**src/rtl/mult_pkg.sv**
```systemverilog
// Shared types and constants for the 3x3-bit repeated-addition multiplier
// (controller, datapath and top level all import this package).
package mult_pkg;

  localparam int unsigned OP_WIDTH = 3;
  localparam int unsigned ALU_W    = 2;

  typedef enum logic [2:0] {
    IDLE,
    LOAD,
    CLEAR,
    ADD,
    COUNT,
    STORE,
    DONE
  } state_t;

  localparam logic [ALU_W-1:0] ALU_ADD = 2'b00;
  localparam logic [ALU_W-1:0] ALU_INC = 2'b01;
  localparam logic [ALU_W-1:0] ALU_CLR = 2'b10;

  localparam logic MUX1_R1 = 1'b0;
  localparam logic MUX1_A  = 1'b1;
  localparam logic MUX2_A  = 1'b0;
  localparam logic MUX2_R2 = 1'b1;

  // Strobe bundle driven towards the datapath and the system handshake.
  typedef struct packed {
    logic             mux_in1;
    logic             mux_in2;
    logic [ALU_W-1:0] alu_cont;
    logic             load_a;
    logic             load_b;
    logic             load_r1;
    logic             load_r2;
    logic             load_f;
    logic             busy;
    logic             done;
  } ctrl_t;

  // Moore output decode; anything not listed for a state stays at zero.
  function automatic ctrl_t decode_state(input state_t s);
    ctrl_t c;
    c      = '0;
    c.busy = (s != IDLE);
    case (s)
      LOAD: begin
        c.load_a = 1'b1;
        c.load_b = 1'b1;
      end
      CLEAR: begin
        c.alu_cont = ALU_CLR;
        c.load_r1  = 1'b1;
        c.load_r2  = 1'b1;
      end
      ADD: begin
        c.mux_in1  = MUX1_R1;
        c.mux_in2  = MUX2_A;
        c.alu_cont = ALU_ADD;
        c.load_r1  = 1'b1;
      end
      COUNT: begin
        c.mux_in2  = MUX2_R2;
        c.alu_cont = ALU_INC;
        c.load_r2  = 1'b1;
      end
      STORE:   c.load_f = 1'b1;
      DONE:    c.done   = 1'b1;
      default: c = '0;
    endcase
    return c;
  endfunction

endpackage

```
**src/rtl/mult_ctrl_if.sv**
```systemverilog
// Controller-side bundle: system handshake, datapath compare input and
// datapath select/ALU/load strobes.
interface mult_ctrl_if;

  logic                               START;
  logic [mult_pkg::OP_WIDTH-1:0]      B;
  logic                               R2_LT_B_1;
  logic                               MUX_IN1_CONT;
  logic                               MUX_IN2_CONT;
  logic [mult_pkg::ALU_W-1:0]         ALU_CONT;
  logic                               LOAD_A_REG;
  logic                               LOAD_B_REG;
  logic                               LOAD_R1_REG;
  logic                               LOAD_R2_REG;
  logic                               LOAD_F_REG;
  logic                               BUSY;
  logic                               DONE;
  logic                               ERR;

  modport master (
    output START, B, R2_LT_B_1,
    input  MUX_IN1_CONT, MUX_IN2_CONT, ALU_CONT,
    input  LOAD_A_REG, LOAD_B_REG, LOAD_R1_REG, LOAD_R2_REG, LOAD_F_REG,
    input  BUSY, DONE, ERR
  );

  modport slave (
    input  START, B, R2_LT_B_1,
    output MUX_IN1_CONT, MUX_IN2_CONT, ALU_CONT,
    output LOAD_A_REG, LOAD_B_REG, LOAD_R1_REG, LOAD_R2_REG, LOAD_F_REG,
    output BUSY, DONE, ERR
  );

endinterface

```
**src/rtl/mult_controller.sv**
```systemverilog
// Control FSM for the repeated-addition multiplier datapath: sequences
// load/clear/add/count/store and provides the START/BUSY/DONE/ERR handshake.
module mult_controller
  import mult_pkg::*;
#(
  parameter int unsigned OP_W     = OP_WIDTH,
  parameter int unsigned MAX_ITER = (1 << OP_W) - 1
) (
  input  logic        SYS_CLOCK,
  input  logic        SYS_RESET_N,
  mult_ctrl_if.slave  bus
);

  state_t          state_q;
  state_t          state_nxt;
  ctrl_t           ctrl_q;
  logic [OP_W-1:0] iter_cnt;
  logic            b_zero_q;
  logic            err_q;
  logic            err_set;

  // Next-state logic; the COUNT decision uses the pre-increment R2 compare.
  always_comb begin
    state_nxt = state_q;
    err_set   = 1'b0;
    case (state_q)
      IDLE:  if (bus.START) state_nxt = LOAD;
      LOAD:  state_nxt = CLEAR;
      CLEAR: state_nxt = b_zero_q ? STORE : ADD;
      ADD:   state_nxt = COUNT;
      COUNT: begin
        if (bus.R2_LT_B_1) begin
          if (iter_cnt < OP_W'(MAX_ITER)) begin
            state_nxt = ADD;
          end else begin
            state_nxt = STORE;
            err_set   = 1'b1;
          end
        end else begin
          state_nxt = STORE;
        end
      end
      STORE:   state_nxt = DONE;
      DONE:    state_nxt = IDLE;
      default: state_nxt = IDLE;
    endcase
  end

  // Outputs are registered from the next state so they line up with the state.
  always_ff @(posedge SYS_CLOCK or negedge SYS_RESET_N) begin
    if (!SYS_RESET_N) begin
      state_q  <= IDLE;
      ctrl_q   <= '0;
      iter_cnt <= '0;
      b_zero_q <= 1'b0;
      err_q    <= 1'b0;
    end else begin
      state_q <= state_nxt;
      ctrl_q  <= decode_state(state_nxt);
      if (state_q == LOAD) begin
        b_zero_q <= (bus.B == '0);
        err_q    <= 1'b0;
      end else if (err_set) begin
        err_q <= 1'b1;
      end
      if (state_q == CLEAR) begin
        iter_cnt <= '0;
      end else if (state_q == ADD) begin
        iter_cnt <= iter_cnt + OP_W'(1);
      end
    end
  end

  assign bus.MUX_IN1_CONT = ctrl_q.mux_in1;
  assign bus.MUX_IN2_CONT = ctrl_q.mux_in2;
  assign bus.ALU_CONT     = ctrl_q.alu_cont;
  assign bus.LOAD_A_REG   = ctrl_q.load_a;
  assign bus.LOAD_B_REG   = ctrl_q.load_b;
  assign bus.LOAD_R1_REG  = ctrl_q.load_r1;
  assign bus.LOAD_R2_REG  = ctrl_q.load_r2;
  assign bus.LOAD_F_REG   = ctrl_q.load_f;
  assign bus.BUSY         = ctrl_q.busy;
  assign bus.DONE         = ctrl_q.done;
  assign bus.ERR          = err_q;

endmodule

```
**src/flat_wrapper.sv**
```systemverilog
// flat-port wrapper written by rule: the top's interface ports become plain ports
module mult_controller_flat import mult_pkg::*;
#(
  parameter int unsigned OP_W     = OP_WIDTH,
  parameter int unsigned MAX_ITER = (1 << OP_W) - 1
)
  (SYS_CLOCK, SYS_RESET_N, bus_START, bus_B, bus_R2_LT_B_1, bus_MUX_IN1_CONT, bus_MUX_IN2_CONT, bus_ALU_CONT, bus_LOAD_A_REG, bus_LOAD_B_REG, bus_LOAD_R1_REG, bus_LOAD_R2_REG, bus_LOAD_F_REG, bus_BUSY, bus_DONE, bus_ERR);
  mult_ctrl_if bus_i ();
  input  logic SYS_CLOCK;
  input  logic SYS_RESET_N;
  input wire logic [$bits(bus_i.START)-1:0] bus_START;
  input wire logic [$bits(bus_i.B)-1:0] bus_B;
  input wire logic [$bits(bus_i.R2_LT_B_1)-1:0] bus_R2_LT_B_1;
  output wire logic [$bits(bus_i.MUX_IN1_CONT)-1:0] bus_MUX_IN1_CONT;
  output wire logic [$bits(bus_i.MUX_IN2_CONT)-1:0] bus_MUX_IN2_CONT;
  output wire logic [$bits(bus_i.ALU_CONT)-1:0] bus_ALU_CONT;
  output wire logic [$bits(bus_i.LOAD_A_REG)-1:0] bus_LOAD_A_REG;
  output wire logic [$bits(bus_i.LOAD_B_REG)-1:0] bus_LOAD_B_REG;
  output wire logic [$bits(bus_i.LOAD_R1_REG)-1:0] bus_LOAD_R1_REG;
  output wire logic [$bits(bus_i.LOAD_R2_REG)-1:0] bus_LOAD_R2_REG;
  output wire logic [$bits(bus_i.LOAD_F_REG)-1:0] bus_LOAD_F_REG;
  output wire logic [$bits(bus_i.BUSY)-1:0] bus_BUSY;
  output wire logic [$bits(bus_i.DONE)-1:0] bus_DONE;
  output wire logic [$bits(bus_i.ERR)-1:0] bus_ERR;
  assign bus_i.START = bus_START;
  assign bus_i.B = bus_B;
  assign bus_i.R2_LT_B_1 = bus_R2_LT_B_1;
  assign bus_MUX_IN1_CONT = bus_i.MUX_IN1_CONT;
  assign bus_MUX_IN2_CONT = bus_i.MUX_IN2_CONT;
  assign bus_ALU_CONT = bus_i.ALU_CONT;
  assign bus_LOAD_A_REG = bus_i.LOAD_A_REG;
  assign bus_LOAD_B_REG = bus_i.LOAD_B_REG;
  assign bus_LOAD_R1_REG = bus_i.LOAD_R1_REG;
  assign bus_LOAD_R2_REG = bus_i.LOAD_R2_REG;
  assign bus_LOAD_F_REG = bus_i.LOAD_F_REG;
  assign bus_BUSY = bus_i.BUSY;
  assign bus_DONE = bus_i.DONE;
  assign bus_ERR = bus_i.ERR;
  mult_controller #(.OP_W(OP_W), .MAX_ITER(MAX_ITER)) u_core (.SYS_CLOCK(SYS_CLOCK), .SYS_RESET_N(SYS_RESET_N), .bus(bus_i));
endmodule
```
**config.mk**
```make
export PLATFORM = sky130hd
export DESIGN_NAME = mult_controller_flat
export DESIGN_NICKNAME = d
export VERILOG_FILES = /design/src/rtl/mult_pkg.sv /design/src/rtl/mult_ctrl_if.sv /design/src/rtl/mult_controller.sv /design/src/flat_wrapper.sv
export SDC_FILE = /design/constraint.sdc
export NUM_CORES = 1
export LEC_CHECK = 0
export CAP_MARGIN = 15
export CORE_ASPECT_RATIO = 0.8
export CORE_UTILIZATION = 40
export DETAILED_ROUTE_END_ITERATION = 10
export GPL_TIMING_DRIVEN = 0
export PLACE_DENSITY = 0.7
export SLEW_MARGIN = 40
export SYNTH_ARGS = -nofsm -noshare
export SYNTH_HDL_FRONTEND = slang
export SYNTH_SLANG_ARGS = --single-unit
```
**constraint.sdc**
```tcl
create_clock -name SYS_CLOCK -period 1.15 [get_ports SYS_CLOCK]
set_input_delay 0.23 -clock SYS_CLOCK [delete_from_list [all_inputs] [get_ports SYS_CLOCK]]
set_output_delay 0.23 -clock SYS_CLOCK [all_outputs]
set_load 0.02 [all_outputs]
```
==> results of run 1 <==
area by class of cell:
| class | instances | area share, % |
|---|---|---|
| inverters | 2 | 0.795 |
| repair buffers | 22 | 17.5 |
| plain buffers | 4 | 3.05 |
| multi-input cells | 39 | 29.5 |
| flip-flops and latches | 16 | 42.4 |
| clock buffers | 4 | 3.84 |
| well taps | 22 | 2.91 |
routing by layer:
metal  vias to the layer above  GRT usage (%)  share of wire [%]  routed length (um)
met4                         0           6.62               0.90                  12
met2                        20           26.7                 46                 605
met1                       253           17.7                 46                 606
met5                         -              0                  0                   0
met3                         2           7.36                7.9                 105
li1                        264              -                  -                   -
cells in the mapped netlist (2+ instances only):
master | count | area, um^2
a21oi_1 | 2 | 10.0
inv_1 | 2 | 7.51
nand3b_1 | 2 | 15.0
o21ai_0 | 2 | 10.0
dfrtp_1 | 16 | 400
nand2b_1 | 3 | 18.8
nand3_1 | 4 | 20.0
nand2_1 | 6 | 22.5
buf_4 | 3 | 22.5
logic make-up after synthesis:
family          after synthesis  synth area share (%)
simple gates                 25                  21.5
flops                        16                  56.4
fa+ha+maj                     1                  1.76
compound gates               11                  11.1
mux                           1                  1.59
other cells                   1                 0.529
buf+inv                       8                  7.05
registers in the layout, summed over array words and instances (netlist names):
| register | flops |
|---|---|
| u_core.bus.LOAD_R1_REG | 1 |
| u_core.bus.BUSY | 1 |
| u_core.bus.LOAD_F_REG | 1 |
| u_core.bus.LOAD_R2_REG | 1 |
| u_core.state_q | 3 |
| u_core.bus.LOAD_A_REG | 1 |
| u_core.bus.ERR | 1 |
| u_core.bus.DONE | 1 |
| u_core.b_zero_q | 1 |
| u_core.iter_cnt | 3 |
| u_core.bus.ALU_CONT | 2 |
timing repair:
action | in CTS | in global routing
endpoints found under the setup margin | 12 | 16
endpoints found under the hold margin | 0 | 0
buffers inserted | 4 | 1
resized for setup | 45 | 10
per-stage QoR:
step | TNS [ns] | util [%]
2_1_floorplan | 0 | -
3_3_place_gp | -0.643 | 55.2
3_5_place_dp | -0.641 | 55.2
4_1_cts | -0.000637 | 59.9
5_1_grt | -0.0502 | 57.5
6_report | -0.000416 | 57.5
path summary, 6_finish.rpt:
check | start | end | cells after the start
setup / recovery | u_core.state_q[2]$_DFF_PN0_ | u_core.iter_cnt[0]$_DFFE_PN0P_ | 3
hold reg to reg | u_core.bus.ERR$_DFFE_PN0P_ | u_core.bus.ERR$_DFFE_PN0P_ | 2
hold / removal | SYS_RESET_N | u_core.bus.LOAD_A_REG$_DFF_PN0_ | 1
setup reg to reg | u_core.state_q[2]$_DFF_PN0_ | u_core.iter_cnt[0]$_DFFE_PN0P_ | 3
min in group SYS_CLOCK | bus_B[1] | u_core.b_zero_q$_DFFE_PN0P_ | 2
max in group asynchronous | SYS_RESET_N | u_core.bus.LOAD_R1_REG$_DFF_PN0_ | 1
power groups by stage:
stage | sequential, uW | combinational (uW) | clock (uW)
floorplan | 1050 | 630 | 0
global placement | 919 | 1160 | 0
detailed placement | 921 | 1170 | 0
CTS | 897 | 1270 | 377
global route | 935 | 1300 | 405
finish | 904 | 1210 | 364
worst max-delay path: stages, from the launching register on:
cell and delay [ns]:
dfrtp_1 0.42, buf_2 0.19, nand2b_4 0.17, mux2_2 0.26
==> flow_metrics.env, run 1 <==
export IMPL_power_internal_uw=1540
export IMPL_synthArstFlopShare_pct=100
export IMPL_synth_edf_count=0
export IMPL_firstDrtPassIters=4
export IMPL_track_usage_pct=15.9
export IMPL_start_util_pct=43.2
export IMPL_route_detailed_drc=0
export IMPL_switchingPower_uw=940
export IMPL_grt_pass1_vias=468
export IMPL_sequentialPowerShare_pct=36.5
export IMPL_antenna_left=0
export IMPL_drv_slew=0
export IMPL_post_place_ws_ns=-0.0869
export IMPL_setup_worst_path_class="flop to flop"
export IMPL_antenna_found_initial=0
export IMPL_dpl_instance_area_um2=907
export IMPL_num_vias=539
export IMPL_syn_inst=63
export IMPL_htree_levels=1
export IMPL_fin_ws_ns=-0.000416
export IMPL_final_cell_mix="dfrtp_1, buf_2, nand2_1, buf_4, clkdlybuf4s50_1"
export IMPL_maxSlewHeadroom_pct=54.4
export IMPL_cts_buffer_depth=2
export IMPL_cts_buffers=3
export IMPL_grt_ovfl_total=0
export IMPL_drt_iter0_drc=18
export IMPL_synth_area_um2=709
export IMPL_p_sw_share_pct=37.9
export IMPL_drv_cap=0
export IMPL_p_clk_share_pct=14.7
export IMPL_crit_fanout=10
export IMPL_yosysUniqueCellTypes=32
export IMPL_tightest_slew_ns=0.681
export IMPL_viasPerCell=4.94
export IMPL_power_share_combinational_pct=48.9
export IMPL_ys_ff_latch=16
export IMPL_p_leak_uw=0.000463
export IMPL_clock_latency_ns=0.28
export IMPL_die_area_mm2=0.00195
export IMPL_timing_hold_ws_ns=0.352
export IMPL_endpoint_kind="flop"
export IMPL_fillers=152
export IMPL_syn2layout_area_growth_pct=33.2
export IMPL_worstPathRequired_ns=1.33
export IMPL_wirelength_um=1330
export IMPL_ioPinCount=19
export IMPL_dpl_hpwl_um=840
export IMPL_cts_sinks=16
export IMPL_wl_per_cell_um=12.2
export IMPL_nets=96
export IMPL_hold_class="input pin to asynchronous set/reset pin"
export IMPL_cp_data_arrival_time_ns=1.33
export IMPL_place_gp_congestion=0.797
export IMPL_fmax_mhz=869
export IMPL_yosysSeqAreaShare_pct=56.4
export IMPL_syn_nets=71
export IMPL_finalCriticalPeriod_ns=1.15
export IMPL_clkTransAtPathRegs_ns=0.09
export IMPL_layout_drive_gt1_share_pct=36.8
export IMPL_vdd_drop_max_mv=1.92
export IMPL_die_w_um=49.1
export IMPL_cts_hold_buffers_added=0
export IMPL_power_uw=2480
export IMPL_io_buffers=17
export IMPL_finalCritPeriodShare_pct=100
export IMPL_rows=13
export IMPL_core_mm2=0.00164
export IMPL_grt_start_max_net_pins=17
export IMPL_dp_cells=102
export IMPL_rsz0062_at_grt="yes"
export IMPL_setup_viol=1
export IMPL_final_hold_violation_count=0
export IMPL_cts_tree="built"
export IMPL_cts_root_buf="clkbuf_4"
export IMPL_cp_start_kind="flop"
export IMPL_grt_first_pass_wirelength_um=2110
export IMPL_antennaDiodeCount=0
export IMPL_finalInstanceArea_um2=945
export IMPL_final_cells=109
export IMPL_rrSetupSlack_ns=-0.0004
export IMPL_fin_skew_ns=0.00276
export IMPL_register_area_um2=400
export IMPL_yosys_warnings=0
export IMPL_status="finished with violations"
export IMPL_multi_input_area_um2=279
export IMPL_power_density_mw_per_mm2=2620
export IMPL_ys_flop_type="dfrtp_1"
export IMPL_syn_area_per_cell_um2=11.3
export IMPL_violations="setup timing"
export IMPL_die_h_um=39.7
export IMPL_layout_commonest_cell="dfrtp_1"
Note: power is estimated with default switching activity, not from simulation.
==> inputs of run 2 (changes only) <==
- CORE_UTILIZATION: 40 -> 41
- PLACE_DENSITY: 0.7 -> 0.71
==> run 2 against run 1 <==
  * The run still ends with setup timing left
  * Maximum frequency decreased by 2.0%
  * Register-to-register slack got worse by 0.02 ns
  * Worst hold slack improved by 0.0027 ns
  * Clock skew increased by 0.0075 ns
  * Wire length increased by 11%
  * Critical path type unchanged
  * Largest cell class unchanged
  * Highest routed layer is now met3
==> flow_metrics.env, run 2 (synthesis results as in run 1) <==
export IMPL_power_density_mw_per_mm2=2620
export IMPL_htree_levels=1
export IMPL_nets=95
export IMPL_final_hold_violation_count=0
export IMPL_finalCritPeriodShare_pct=102
export IMPL_firstDrtPassIters=4
export IMPL_setup_viol=1
export IMPL_crit_path_start="u_core.state_q[1]$_DFF_PN0_"
export IMPL_rows=13
export IMPL_crit_fanout=3
export IMPL_r2r_end="u_core.iter_cnt[0]$_DFFE_PN0P_"
export IMPL_grt_pass1_vias=457
export IMPL_cp_cell_sequence="buf_6, nor2b_4, and2_4, mux2_2"
export IMPL_ioPinCount=19
export IMPL_finalInstanceArea_um2=945
export IMPL_io_buffers=17
export IMPL_die_area_mm2=0.00190
export IMPL_die_h_um=39.2
export IMPL_fmax_mhz=852
export IMPL_antenna_left=0
export IMPL_worstPathRequired_ns=1.33
export IMPL_layout_drive_gt1_share_pct=38.8
export IMPL_antennaDiodeCount=0
export IMPL_vdd_drop_max_mv=1.41
export IMPL_drv_cap=0
export IMPL_grt_start_max_net_pins=17
export IMPL_grt_ovfl_total=0
export IMPL_endpoint_kind="flop"
export IMPL_cts_sinks=16
export IMPL_wirelength_um=1470
export IMPL_status="finished with violations"
export IMPL_endpoint="u_core.iter_cnt[0]$_DFFE_PN0P_"
export IMPL_fin_ws_ns=-0.0243
export IMPL_slowest_stage="dfrtp_1"
export IMPL_maxSlewHeadroom_pct=53.0
export IMPL_drv_slew=0
export IMPL_route_detailed_drc=0
export IMPL_post_place_ws_ns=-0.104
export IMPL_cts_buffers=3
export IMPL_drt_iter0_drc=15
export IMPL_start_util_pct=43.6
export IMPL_layout_commonest_cell="dfrtp_1"
export IMPL_power_uw=2480
export IMPL_tightest_slew_ns=0.703
export IMPL_p_leak_uw=0.000460
export IMPL_cts_root_buf="clkbuf_4"
export IMPL_place_gp_congestion=0.734
export IMPL_die_w_um=48.5
export IMPL_r2r_start="u_core.state_q[1]$_DFF_PN0_"
export IMPL_core_mm2=0.00163
export IMPL_ff2ff_path_depth=4
export IMPL_fillers=146
export IMPL_cts_tree="built"
export IMPL_setup_worst_path_class="flop to flop"
export IMPL_cp_data_arrival_time_ns=1.36
export IMPL_num_vias=541
export IMPL_dpl_hpwl_um=943
export IMPL_final_cell_mix="dfrtp_1, buf_2, nand2_1, clkdlybuf4s50_1"
export IMPL_rsz0062_at_grt="yes"
export IMPL_cts_hold_buffers_added=0
export IMPL_viasPerCell=5.06
export IMPL_clock_latency_ns=0.29
export IMPL_cts_buffer_depth=2
export IMPL_track_usage_pct=16.1
export IMPL_violations="setup timing"
export IMPL_fin_skew_ns=0.0103
export IMPL_dpl_instance_area_um2=907
export IMPL_syn2layout_area_growth_pct=33.2
export IMPL_finalCriticalPeriod_ns=1.17
export IMPL_grt_first_pass_wirelength_um=2170
export IMPL_rrSetupSlack_ns=-0.02
export IMPL_clkTransAtPathRegs_ns=0.10
export IMPL_crit_path_max_incr_delay_ns=0.41
export IMPL_hold_class="input pin to asynchronous set/reset pin"
export IMPL_wl_per_cell_um=13.8
export IMPL_antenna_found_initial=0
export IMPL_cp_start_kind="flop"
run 2: cell count changes in the layout (fill, tap and decap cells not counted), sizes merged:
cell	before	now
buf	19	15
clkbuf	5	7
run 2: area by class of cell:
cell class                      instances  area (um^2)  area share (%)
Timing Repair Buffer                   21          161            17.1
Multi-Input combinational cell         39          297            31.4
Sequential cell                        16          400            42.4
Inverter                                2         7.51           0.795
Clock buffer                            3         22.5            2.38
Buffer                                  4         28.8            3.05
Tap cell                               22         27.5            2.91
run 2: report_power, final:
group	switching [uW]	internal, uW
Sequential	136	775
Clock	173	122
Combinational	694	578
Total	1000	1470
run 2: timing repair:
item	CTS	global route
endpoints found under the hold margin	0	0
cloned	0	0
buffers inserted	2	2
pin swaps	0	2
endpoints found under the setup margin	13	18
resized for setup	40	15
run 2: layer usage:
metal  share of wire [%]  track usage, %  vias up
li1                    -               -      265
met1                  47            20.3      258
met2                  47            26.4       18
met3                 5.3            5.88        0
met4                   0            4.41        0
met5                   0               0        -
run 2: worst min path at each step:
stage | endpoint | from
6_report | u_core.iter_cnt[0]$_DFFE_PN0P_ | SYS_RESET_N
4_1_cts | u_core.bus.BUSY$_DFF_PN0_ | SYS_RESET_N
2_1_floorplan | u_core.b_zero_q$_DFFE_PN0P_ | SYS_RESET_N
3_5_place_dp | u_core.iter_cnt[1]$_DFFE_PN0P_ | u_core.iter_cnt[1]$_DFFE_PN0P_
5_1_grt | u_core.iter_cnt[1]$_DFFE_PN0P_ | SYS_RESET_N
3_3_place_gp | u_core.iter_cnt[1]$_DFFE_PN0P_ | u_core.iter_cnt[1]$_DFFE_PN0P_
run 2: worst max-delay path: cells and delay by family (launching register included):
family	cells	cell delay, ns
multiplexers	1	0.25
buffers and inverters	1	0.13
AND/OR/NAND/NOR	2	0.27
flip-flops	1	0.41
run 2: through the flow:
| step | setup TNS (ns) | utilization [%] | hold WS (ns) | cells |
|---|---|---|---|---|
| global placement | -0.469 | 55.8 | 0.488 | 102 |
| CTS | -0.0322 | 58.3 | 0.380 | 107 |
| global route | -0.0618 | 58.1 | 0.405 | 107 |
| detailed placement | -0.676 | 55.8 | 0.501 | 102 |
| finish | -0.0243 | 58.1 | 0.355 | 107 |
| floorplan | 0 | - | -0.0656 | 63 |
==> inputs of run 3 (changes only) <==
- CORE_ASPECT_RATIO: 0.8 -> not set
- CORE_UTILIZATION: 41 -> 49
- CTS_CLUSTER_DIAMETER: not set -> 30
- PLACE_DENSITY: 0.71 -> 0.8
- clock period: 1.15 -> 1.5 ns (I/O delays scaled with it)
==> run 3 against run 2 <==
  * The flow now finishes without violations
  * Critical path type is now flop to output pin
  * Via count shrank 0.74%
  * Register-to-register slack gained 0.28 ns
  * Sequential share of layout area grew 0.92 points
  * Highest routed layer is now met4
==> flow_metrics.env, run 3 (synthesis results as in run 1) <==
export IMPL_cp_start_kind="flop"
export IMPL_fin_setup_tns_ns=0
export IMPL_cp_data_arrival_time_ns=1.09
export IMPL_tightest_slew_ns=0.692
export IMPL_rsz0062_at_grt="no"
export IMPL_crit_path_start="u_core.bus.LOAD_A_REG$_DFF_PN0_"
export IMPL_grt_pass1_vias=428
export IMPL_cts_hold_buffers_added=0
export IMPL_setup_worst_path_class="flop to output pin"
export IMPL_fillers=110
export IMPL_dpl_instance_area_um2=898
export IMPL_rrSetupSlack_ns=0.26
export IMPL_switchingPower_uw=698
export IMPL_route_detailed_drc=0
export IMPL_rows=13
export IMPL_finalInstanceArea_um2=925
export IMPL_cts_root_buf="clkbuf_4"
export IMPL_final_cells=99
export IMPL_worstPathRequired_ns=1.20
export IMPL_ff2ff_path_depth=3
export IMPL_layout_commonest_cell="dfrtp_1"
export IMPL_met1_usage_pct=26.0
export IMPL_timing_hold_ws_ns=0.428
export IMPL_cts_setup_buffers=0
export IMPL_nets=93
export IMPL_dp_cells=95
export IMPL_final_hold_violation_count=0
export IMPL_htree_levels=1
export IMPL_r2r_end="u_core.b_zero_q$_DFFE_PN0P_"
export IMPL_power_share_combinational_pct=46.1
export IMPL_wirelength_um=1330
export IMPL_grtUsageMet2_pct=28.6
export IMPL_r2r_start="u_core.state_q[1]$_DFF_PN0_"
export IMPL_p_sw_share_pct=38.3
export IMPL_sequentialPowerShare_pct=38.5
export IMPL_finalCriticalPeriod_ns=1.39
export IMPL_finalCritPeriodShare_pct=92.7
export IMPL_die_w_um=40.1
export IMPL_use_met3_pct=3.33
export IMPL_io_buffers=17
export IMPL_p_clk_share_pct=15.3
export IMPL_antenna_left=0
export IMPL_crit_fanout=2
export IMPL_cts_sinks=16
export IMPL_fmax_mhz=719
export IMPL_maxSlewHeadroom_pct=53.7
export IMPL_status="completed"
export IMPL_power_uw=1820
export IMPL_antenna_found_initial=0
export IMPL_drt_iter0_drc=14
export IMPL_firstDrtPassIters=4
export IMPL_final_cell_mix="dfrtp_1, dlygate4sd2_1, nand2_1, clkdlybuf4s50_1, nand3_1"
export IMPL_antennaDiodeCount=0
export IMPL_die_h_um=40.1
export IMPL_syn2layout_area_growth_pct=30.3
export IMPL_fin_skew_ns=0.00178
export IMPL_clkTransAtPathRegs_ns=0.09
export IMPL_track_usage_pct=19.4
export IMPL_endpoint_kind="output pin"
export IMPL_clock_latency_ns=0.28
export IMPL_die_area_mm2=0.00160
export IMPL_core_mm2=0.00132
export IMPL_drv_slew=0
export IMPL_hold_class="input pin to asynchronous set/reset pin"
export IMPL_layout_drive_gt1_share_pct=16.7
export IMPL_start_util_pct=53.8
export IMPL_power_internal_uw=1120
export IMPL_ioPinCount=19
export IMPL_cts_buffer_depth=2
export IMPL_drv_cap=0
export IMPL_num_vias=537
export IMPL_grt_first_pass_wirelength_um=1940
export IMPL_vdd_drop_max_mv=1.07
export IMPL_cts_tree="built"
export IMPL_setup_viol=0
export IMPL_viasPerCell=5.42
export IMPL_grt_ovfl_total=0
export IMPL_cts_buffers=3
export IMPL_dpl_hpwl_um=951
export IMPL_top_usage_layer="met2"
export IMPL_p_leak_uw=0.000468
export IMPL_place_gp_congestion=0.809
export IMPL_power_density_mw_per_mm2=1970
export IMPL_grt_start_max_net_pins=17
export IMPL_wl_per_cell_um=13.4
## run 3: cell types whose count changed in the layout (fill, tap and decap cells not counted), moves of 2 or more
| cell | change |
|---|---|
| buf_2 | -6 |
| nand2b_4 | -2 |
| clkbuf_2 | -4 |
| buf_6 | -3 |
| dlygate4sd2_1 | +10 |
| nand2b_1 | +2 |
## run 3: power by group through the flow
stage	combinational (uW)	clock, uW	sequential (uW)
CTS	843	282	702
detailed placement	907	0	713
finish	840	279	702
global route	924	289	721
floorplan	483	0	803
global placement	882	0	708
## run 3: critical path, cell delays in order, from the launching register on
cell and delay [ns]:
dfrtp_1 0.38, buf_4 0.12, dlygate4sd2_1 0.31
## run 3: layout make-up
class	count	area, um^2	share of cell area, %
sequential	16	400	43.3
tap	15	18.8	2.03
clock buffer	4	36.3	3.92
buffer	6	42.5	4.60
multi-input combinational	39	259	28.0
timing repair buffer	17	160	17.3
inverter	2	7.51	0.812
## run 3: what timing repair did
item / in CTS / in global routing
hold endpoints to repair: 0 / 0
endpoints found under the setup margin: 10 / 1
gates resized for setup: 10 / 1
pin swaps: 0 / 0
## run 3: per-stage QoR
stage	setup WS (ns)	utilization, %
2_1_floorplan	0.370	-
3_3_place_gp	0.202	68.2
3_5_place_dp	0.146	68.2
4_1_cts	0.00268	70.0
5_1_grt	0.0631	70.2
6_report	0.109	70.2
## run 3: metal layers
layer	share of wire, %	wire, um
met1	45	594
met2	45	594
met5	0	0
met3	6.9	91
met4	3.4	45
## run 3: how the worst max path moves through the flow
stage / end / slack [ns] / depth (start not counted)
global placement: bus_LOAD_B_REG / 0.20 / 2
finish: bus_LOAD_B_REG / 0.11 / 2
floorplan: u_core.iter_cnt[0]$_DFFE_PN0P_ / 0.37 / 4
CTS: bus_LOAD_R2_REG / 0.003 / 1
global route: bus_LOAD_B_REG / 0.06 / 2
detailed placement: u_core.b_zero_q$_DFFE_PN0P_ / 0.15 / 2
